`src/rtl/alu_sched_pkg.sv`:
```
// Shared definitions for the two-requester ALU scheduler.
// Opcodes, FSM states and the default datapath width.
package alu_sched_pkg;

  localparam int DEF_WIDTH = 8;

  localparam logic [1:0] OP_ADD = 2'b00;
  localparam logic [1:0] OP_SUB = 2'b01;
  localparam logic [1:0] OP_AND = 2'b10;
  localparam logic [1:0] OP_CMP = 2'b11;

  typedef enum logic [1:0] {
    IDLE = 2'd0,
    EXEC = 2'd1,
    HOLD = 2'd2
  } state_t;

endpackage

```
`src/rtl/alu_core.sv`:
```
// Combinational add/sub/and/compare datapath.
// Sub carry is from a + ~b + 1, so cout=1 means no borrow.
module alu_core
  import alu_sched_pkg::*;
#(
  parameter int WIDTH = DEF_WIDTH
) (
  input  logic [WIDTH-1:0] a,
  input  logic [WIDTH-1:0] b,
  input  logic [1:0]       sel,
  output logic [WIDTH-1:0] result,
  output logic             cout,
  output logic             gt,
  output logic             eq,
  output logic             lt
);

  logic [WIDTH:0] sum;
  logic [WIDTH:0] dif;

  assign sum = {1'b0, a} + {1'b0, b};
  assign dif = {1'b0, a} + {1'b0, ~b}
             + {{WIDTH{1'b0}}, 1'b1};

  // Opcode decode; flags default low
  always_comb begin
    result = '0;
    cout   = 1'b0;
    gt     = 1'b0;
    eq     = 1'b0;
    lt     = 1'b0;
    unique case (sel)
      OP_ADD: {cout, result} = sum;
      OP_SUB: {cout, result} = dif;
      OP_AND: result = a & b;
      OP_CMP: begin
        gt = (a > b);
        eq = (a == b);
        lt = (a < b);
      end
      default: result = '0;
    endcase
  end

endmodule

```
`src/rtl/alu_scheduler.sv`:
```
// Handshaked one-at-a-time scheduler sharing alu_core between two requesters.
// ALU_SCHED_RR_EN selects round-robin ties; default is fixed priority to req0.
module alu_scheduler
  import alu_sched_pkg::*;
#(
  parameter int WIDTH = DEF_WIDTH
) (
  input  logic             clk,
  input  logic             reset,
  input  logic             req0_valid,
  output logic             req0_ready,
  input  logic [1:0]       req0_sel,
  input  logic [WIDTH-1:0] req0_a,
  input  logic [WIDTH-1:0] req0_b,
  input  logic             req1_valid,
  output logic             req1_ready,
  input  logic [1:0]       req1_sel,
  input  logic [WIDTH-1:0] req1_a,
  input  logic [WIDTH-1:0] req1_b,
  output logic             out_valid,
  input  logic             out_ready,
  output logic             out_id,
  output logic [WIDTH-1:0] out_result,
  output logic             out_cout,
  output logic             out_gt,
  output logic             out_eq,
  output logic             out_lt,
  output logic             busy
);

  state_t state, state_nx;

  logic             pick1;
  logic             grant;
  logic             lat_id;
  logic [1:0]       lat_sel;
  logic [WIDTH-1:0] lat_a;
  logic [WIDTH-1:0] lat_b;

  logic [WIDTH-1:0] c_result;
  logic             c_cout, c_gt, c_eq, c_lt;

`ifdef ALU_SCHED_RR_EN
  logic last;

  // Remember the last winner so a tie goes to the other side
  always_ff @(posedge clk or posedge reset) begin
    if (reset)      last <= 1'b1;
    else if (grant) last <= pick1;
  end

  assign pick1 = req1_valid & (~req0_valid | ~last);
`else
  assign pick1 = req1_valid & ~req0_valid;
`endif

  assign grant = (state == IDLE) & ~reset
               & (req0_valid | req1_valid);
  assign req0_ready = grant & ~pick1;
  assign req1_ready = grant & pick1;

  assign busy      = (state != IDLE);
  assign out_valid = (state == HOLD);

  // State register
  always_ff @(posedge clk or posedge reset) begin
    if (reset) state <= IDLE;
    else       state <= state_nx;
  end

  // Next-state logic
  always_comb begin
    state_nx = state;
    case (state)
      IDLE: if (grant) state_nx = EXEC;
      EXEC: state_nx = HOLD;
      HOLD: if (out_ready) state_nx = IDLE;
      default: state_nx = IDLE;
    endcase
  end

  // Capture the granted operation
  always_ff @(posedge clk or posedge reset) begin
    if (reset) begin
      lat_id  <= 1'b0;
      lat_sel <= 2'b00;
      lat_a   <= '0;
      lat_b   <= '0;
    end else if (grant) begin
      lat_id  <= pick1;
      lat_sel <= pick1 ? req1_sel : req0_sel;
      lat_a   <= pick1 ? req1_a : req0_a;
      lat_b   <= pick1 ? req1_b : req0_b;
    end
  end

  alu_core #(.WIDTH(WIDTH)) u_core (
    .a      (lat_a),
    .b      (lat_b),
    .sel    (lat_sel),
    .result (c_result),
    .cout   (c_cout),
    .gt     (c_gt),
    .eq     (c_eq),
    .lt     (c_lt)
  );

  // Register result fields at the end of EXEC
  always_ff @(posedge clk or posedge reset) begin
    if (reset) begin
      out_id     <= 1'b0;
      out_result <= '0;
      out_cout   <= 1'b0;
      out_gt     <= 1'b0;
      out_eq     <= 1'b0;
      out_lt     <= 1'b0;
    end else if (state == EXEC) begin
      out_id     <= lat_id;
      out_result <= c_result;
      out_cout   <= c_cout;
      out_gt     <= c_gt;
      out_eq     <= c_eq;
      out_lt     <= c_lt;
    end
  end

endmodule

```
`config.mk`:
```
export PLATFORM = sky130hd
export DESIGN_NAME = alu_scheduler
export DESIGN_NICKNAME = d
export VERILOG_FILES = /design/src/rtl/alu_sched_pkg.sv /design/src/rtl/alu_core.sv /design/src/rtl/alu_scheduler.sv
export SDC_FILE = /design/constraint.sdc
export NUM_CORES = 1
export LEC_CHECK = 0
export CAP_MARGIN = 20
export CORE_MARGIN = 10
export CORE_UTILIZATION = 53
export CTS_CLUSTER_DIAMETER = 40
export CTS_CLUSTER_SIZE = 20
export DETAILED_ROUTE_END_ITERATION = 6
export GPL_ROUTABILITY_DRIVEN = 0
export GPL_TIMING_DRIVEN = 0
export HOLD_SLACK_MARGIN = 0.05
export MAX_ROUTING_LAYER = met4
export PLACE_DENSITY = 0.85
export SYNTH_ARGS = -nofsm -noshare
export SYNTH_HDL_FRONTEND = slang
export SYNTH_SLANG_ARGS = --single-unit
```
`constraint.sdc`:
```
create_clock -name clk -period 3.6 [get_ports clk]
set_clock_uncertainty 0.1 [all_clocks]
set_input_delay 0.36 -clock clk [delete_from_list [all_inputs] [get_ports clk]]
set_output_delay 0.36 -clock clk [all_outputs]
set_load 0.01 [all_outputs]
```
# Word-level counts from Yosys, hierarchy flattened

Index checks and enable logic that the tools add are counted.

$add $sub $neg: 3
Magnitude comparators: 2
Equality and inequality tests: 8
Mux-type cells: 11
Bitwise gates (word level): 11
Reductions and logical operators: 4

Operators with widths:

| kind                  | number |
|---|---|
| $pmux W8 S3           | 1 |
| $add A8 B8 Y9         | 2 |
| $mux W8               | 2 |
| $add A9 B1 Y9 const B | 1 |
| $and A8 B8 Y8         | 1 |
| $eq A8 B8 Y1          | 1 |
| $gt A8 B8 Y1          | 1 |
| $lt A8 B8 Y1          | 1 |
| $not A8 Y8            | 1 |
| $eq A2 B2 Y1 const B  | 3 |
| $mux W2               | 3 |
| $pmux W2 S3           | 1 |
| $and A1 B1 Y1         | 5 |
| $eq A2 B1 Y1 const B  | 2 |
| $logic_not A2 Y1      | 2 |
| $mux W1               | 3 |
| $not A1 Y1            | 3 |
| $ne A2 B1 Y1 const B  | 1 |
| $ne A2 B2 Y1 const B  | 1 |
| $pmux W1 S2           | 1 |
| $reduce_and A2 Y1     | 1 |
| $reduce_bool A2 Y1    | 1 |
| $or A1 B1 Y1          | 1 |

Register bits after elaboration: 34
Bits of input ports: 41
Output and inout bits: 17
Word-level logic and storage cells: 50

# Depth between registers and ports, before layout

Depth in word-level cells: 5
Mapped depth: 10
Gate-level depth less buffers: 10

# Modules after synthesis

From an unflattened synthesis, not the netlist that was laid out.

Cell total of the unflattened synthesis: 221
Area, all modules: 2,416.1 sq um

Modules (own cells, without submodules):

| module        | times used | cells each | area an instance (sq um) |
|---|---|---|---|
| alu_scheduler | 1          | 100        | 1,575.3 |
| alu_core      | 1          | 121        | 840.8 |

# Worst setup path after synthesis

OpenSTA, ideal clock, no wires.

Kind: register to register
Start point: reg lat_a[0]
End point: reg out_cout
Library setup time: 0.153 ns
Arrival time: 1.831 ns
Path slack: 1.517 ns
Cell stages (with the launch flop): 10
Path buffers: 0
Clock period less this slack: 2.083 ns
Cells stage by stage: dfrtp_1 > inv_1 > ha_1 > inv_1 > fa_1 > a21o_1 > a21oi_1 > nor2_1 > a211oi_1 > o311ai_0

Longest elaborated chain between the ends: 3

Ends and longest elaborated chain:

| what                   | RTL line             | RTL |
|---|---|---|
| from (decl)            | alu_scheduler.sv:37  | `logic [WIDTH-1:0] lat_a;` |
| from (signal assigned) | alu_scheduler.sv:92  | `lat_a <= pick1 ? req1_a : req0_a;` |
| $add A8 B8 Y9          | alu_core.sv:22       | `assign dif = {1'b0, a} + {1'b0, ~b}` |
| $add A9 B1 Y9          | alu_core.sv:23       | `+ {{WIDTH{1'b0}}, 1'b1};` |
| $pmux W1 S2 *          | alu_core.sv:32       | `unique case (sel)` |
| to (signal assigned)   | alu_scheduler.sv:120 | `out_cout <= c_cout;` |
| to (decl)              | alu_scheduler.sv:24  | `output logic out_cout,` |

Mark *: on every way between the ends. The rest lies on a longest branch, timed or not.
A chain may end at the register's enable or synchronous reset.

# Final worst setup path

Start point: reg state[1]
End point: out req0_ready

Longest elaborated chain between the ends: 4

Ends and longest elaborated chain:

| what                   | RTL line            | RTL |
|---|---|---|
| from (decl)            | alu_scheduler.sv:31 | `state_t state, state_nx;` |
| from (signal assigned) | alu_scheduler.sv:68 | `else state <= state_nx;` |
| $logic_not A2 Y1       | alu_scheduler.sv:57 | `assign grant = (state == IDLE) & ~reset` |
| $and A1 B1 Y1          | alu_scheduler.sv:57 |  |
| $and A1 B1 Y1          | alu_scheduler.sv:58 | `& (req0_valid \| req1_valid);` |
| $and A1 B1 Y1          | alu_scheduler.sv:59 | `assign req0_ready = grant & ~pick1;` |
| to (decl)              | alu_scheduler.sv:11 | `output logic req0_ready,` |

Every way passes these cells.

==> run metrics <==
DRT antenna net count 0; drt pass-1 iters 4; Placement Setup Slack 1.06 ns; register bit total from synthesis 34; Chip Height 86.1 um; Tcrit/Tclk final 74.7%; final WL 5.62 mm; Pwr Density 760 nW/um^2; Core ar. 4120 um^2; Yosys cell types 45; Mapped Area 2320 um^2; dpl hpwl 4.64 mm; P_leak 1.40 nW; Buffers on Ports 57; Cell Rows 23; Top Ports 58; commonest non-fill, non-tap cell in the layout clkdlybuf4s50_1; Syn Nets 319; Critical Path, Cell by Cell or2_1 > nor2_1 > o21ai_1 > clkbuf_1 > nor2_1 > clkdlybuf4s50_1; Slowest cell on crit path clkdlybuf4s50_1; H-tree Lvls 2; die area 7420 um^2; setup bufs post-CTS 0; final slew viol count 0; outcome finished, final reports clean; setup ws final 0.912 ns; Hold Fails Final Rpt 0; initial core utilization 56.3%; Yosys top cell area share 36.7%; peak fanout along the critical path 10; WP depth 6; Mapped Cells 259; register area share after synthesis 36.7%; cts repair resizes 0; Worst Path Buf+Inv 2; Avg WL per Cell 15.0 um; clock-pin slew on the worst setup and hold paths 0.07 ns; number of synthesized flops with an enable pin 0; crit path launch type flop; most used cell, CP nor2_1; max_slew headroom 60.3%; Crit path max-delay family buffers and inverters; largest net degree at the start of global routing 22; R2R depth 9; Max-Cap Viols 0; peak supply drop 0.409 mV; Setup TNS 0 ns; max frequency 0.372 GHz; die width 86.1 um; Reg-to-Reg End out_cout$_DFFE_PP0N_; fraction of layout cells with a size suffix above 1 6.77%; Global Route Usage Sum 16.1%; kind of critical path flop to output port; Worst-Margin Slew 0.595 ns; cts bufs inserted 5; FFs w/ async S/R, synth 100%; DR vias 2064; # DRC 0; CTS Buffer Depth 2; # clock sinks 34; crit path time final 2.69 ns; synth warn 0; initial antenna violation count 0; grt total ovfl 0; Arr. time, crit path 2.23 ns; CTS root buffer clkbuf_8; vias in the first global route 2157; worst hold path class primary input to asynchronous set/reset pin; r2r setup slk 1.17 ns; initial drt markers 140; kind of end point of the critical path output port; global-route wire length before repair 9.74 mm; CTS tree done; Synth Flop Type dfrtp_1; Critical R2R Launch lat_a[0]$_DFFE_PP0P_; synth-to-layout area growth 33.3%; top cell type by total area after synthesis dfrtp_1; critical path data required time 3.14 ns; Final setup viols 0; Hold-fix buffers, CTS 0; layout net count 384; most frequent cells in the layout 57 x clkdlybuf4s50_1, 34 x dfrtp_1, 30 x nand2_1, 22 x o21ai_0, 21 x mux2i_1; Synth area leaders dfrtp_1 37%, ha_1 9.2%, mux2i_1 9.1%, nand2_1 4.9%, o21ai_0 4.8%; fillers 320; RSZ-0062 raised after global routing false; slowest stage delay, CP 0.56 ns; Mapped Avg Cell Area 8.95 um^2; worst skew pair latency 0.29 ns; ANT cells 0; Hold Slack 0.375 ns; number of vias per cell 5.50
flip-flops by register name (all words and copies together), names as in the netlist:
| name | count |
|---|---|
| out_result | 8 |
| state | 2 |
| out_lt | 1 |
| out_eq | 1 |
| out_gt | 1 |
| lat_a | 8 |
| out_cout | 1 |
| out_id | 1 |
| lat_id | 1 |
| lat_b | 8 |
| lat_sel | 2 |
power breakdown:
| group | total [mW] | switching (mW) | leakage, nW | internal, mW |
|---|---|---|---|---|
| clock | 0.327 | 0.134 | 0.0575 | 0.193 |
| combinational | 1.37 | 0.735 | 0.913 | 0.637 |
| sequential | 0.646 | 0.118 | 0.428 | 0.528 |
| total | 2.35 | 0.987 | 1.40 | 1.36 |
cell families after synthesis:
group / Yosys count / share of synthesized area [%]
AO/OA/AOI/OAI: 72 / 20.3
adder cells (fa/ha/maj): 19 / 10.9
AND/OR/NAND/NOR: 68 / 13.3
XOR/XNOR: 8 / 3.02
multiplexers: 21 / 9.07
buffers and inverters: 37 / 6.64
flip-flops: 34 / 36.7
worst reg2reg max path, cell delays in order, from the launching register on:
cell	delay (ns)
dfrtp_1	0.40
inv_1	0.09
ha_1	0.15
inv_1	0.05
fa_1	0.39
a21o_1	0.19
a21oi_1	0.26
nor2_1	0.07
a211oi_1	0.41
o311ai_0	0.17
Yosys cell counts, drive strengths merged, types with 2 or more instances:
master	n
a22oi	4
xor2	4
a221oi	3
a21oi	14
o31ai	4
o21bai	2
inv	21
fa	2
nor2b	6
nor2	18
nand2b	7
ha	17
nand3	2
o21ai	29
dfrtp	34
a21o	2
a22o	2
mux2i	21
buf	7
o311ai	2
nand2	30
xnor2	4
clkbuf	9
nand4	2
worst max path at each step:
| stage | endpoint | slack (ns) | start |
|---|---|---|---|
| after floorplan | out_cout$_DFFE_PP0N_ | 1.52 | lat_a[0]$_DFFE_PP0P_ |
| after global placement | req1_ready | 1.09 | req1_valid |
| after detailed placement | req0_ready | 1.06 | reset |
| after CTS | req0_ready | 0.90 | state[1]$_DFFE_PP0P_ |
| after global routing | req0_ready | 0.75 | state[1]$_DFFE_PP0P_ |
| final | req0_ready | 0.91 | state[1]$_DFFE_PP0P_ |
per-stage QoR:
stage          std cells  area [um^2]  power [mW]  utilization [%]
2_1_floorplan        259         2320        1.60                -
3_3_place_gp         366         2950        1.95             71.7
3_5_place_dp         367         2980        2.01             72.4
4_1_cts              375         3090        2.35             75.0
5_1_grt              375         3090        2.55             75.0
6_report             375         3090        2.35             75.0
final cells by class:
| cell class | count | area (um^2) | area share, % |
|---|---|---|---|
| plain buffers | 16 | 75.1 | 2.43 |
| multi-input cells | 188 | 1310 | 42.5 |
| clock buffers | 8 | 110 | 3.57 |
| well taps | 50 | 62.6 | 2.03 |
| flip-flops and latches | 34 | 851 | 27.6 |
| inverters | 21 | 78.8 | 2.55 |
| repair buffers | 58 | 598 | 19.4 |
per-layer routing:
layer,part of all wire [%],global-route usage (%),up-vias
met3,6.5,4.82,8
met1,44,18.5,959
met2,49,26.8,78
li1,-,-,1019
met4,1.0,4.19,0
met5,0,-,-
Power figures use the tool's default switching activity.
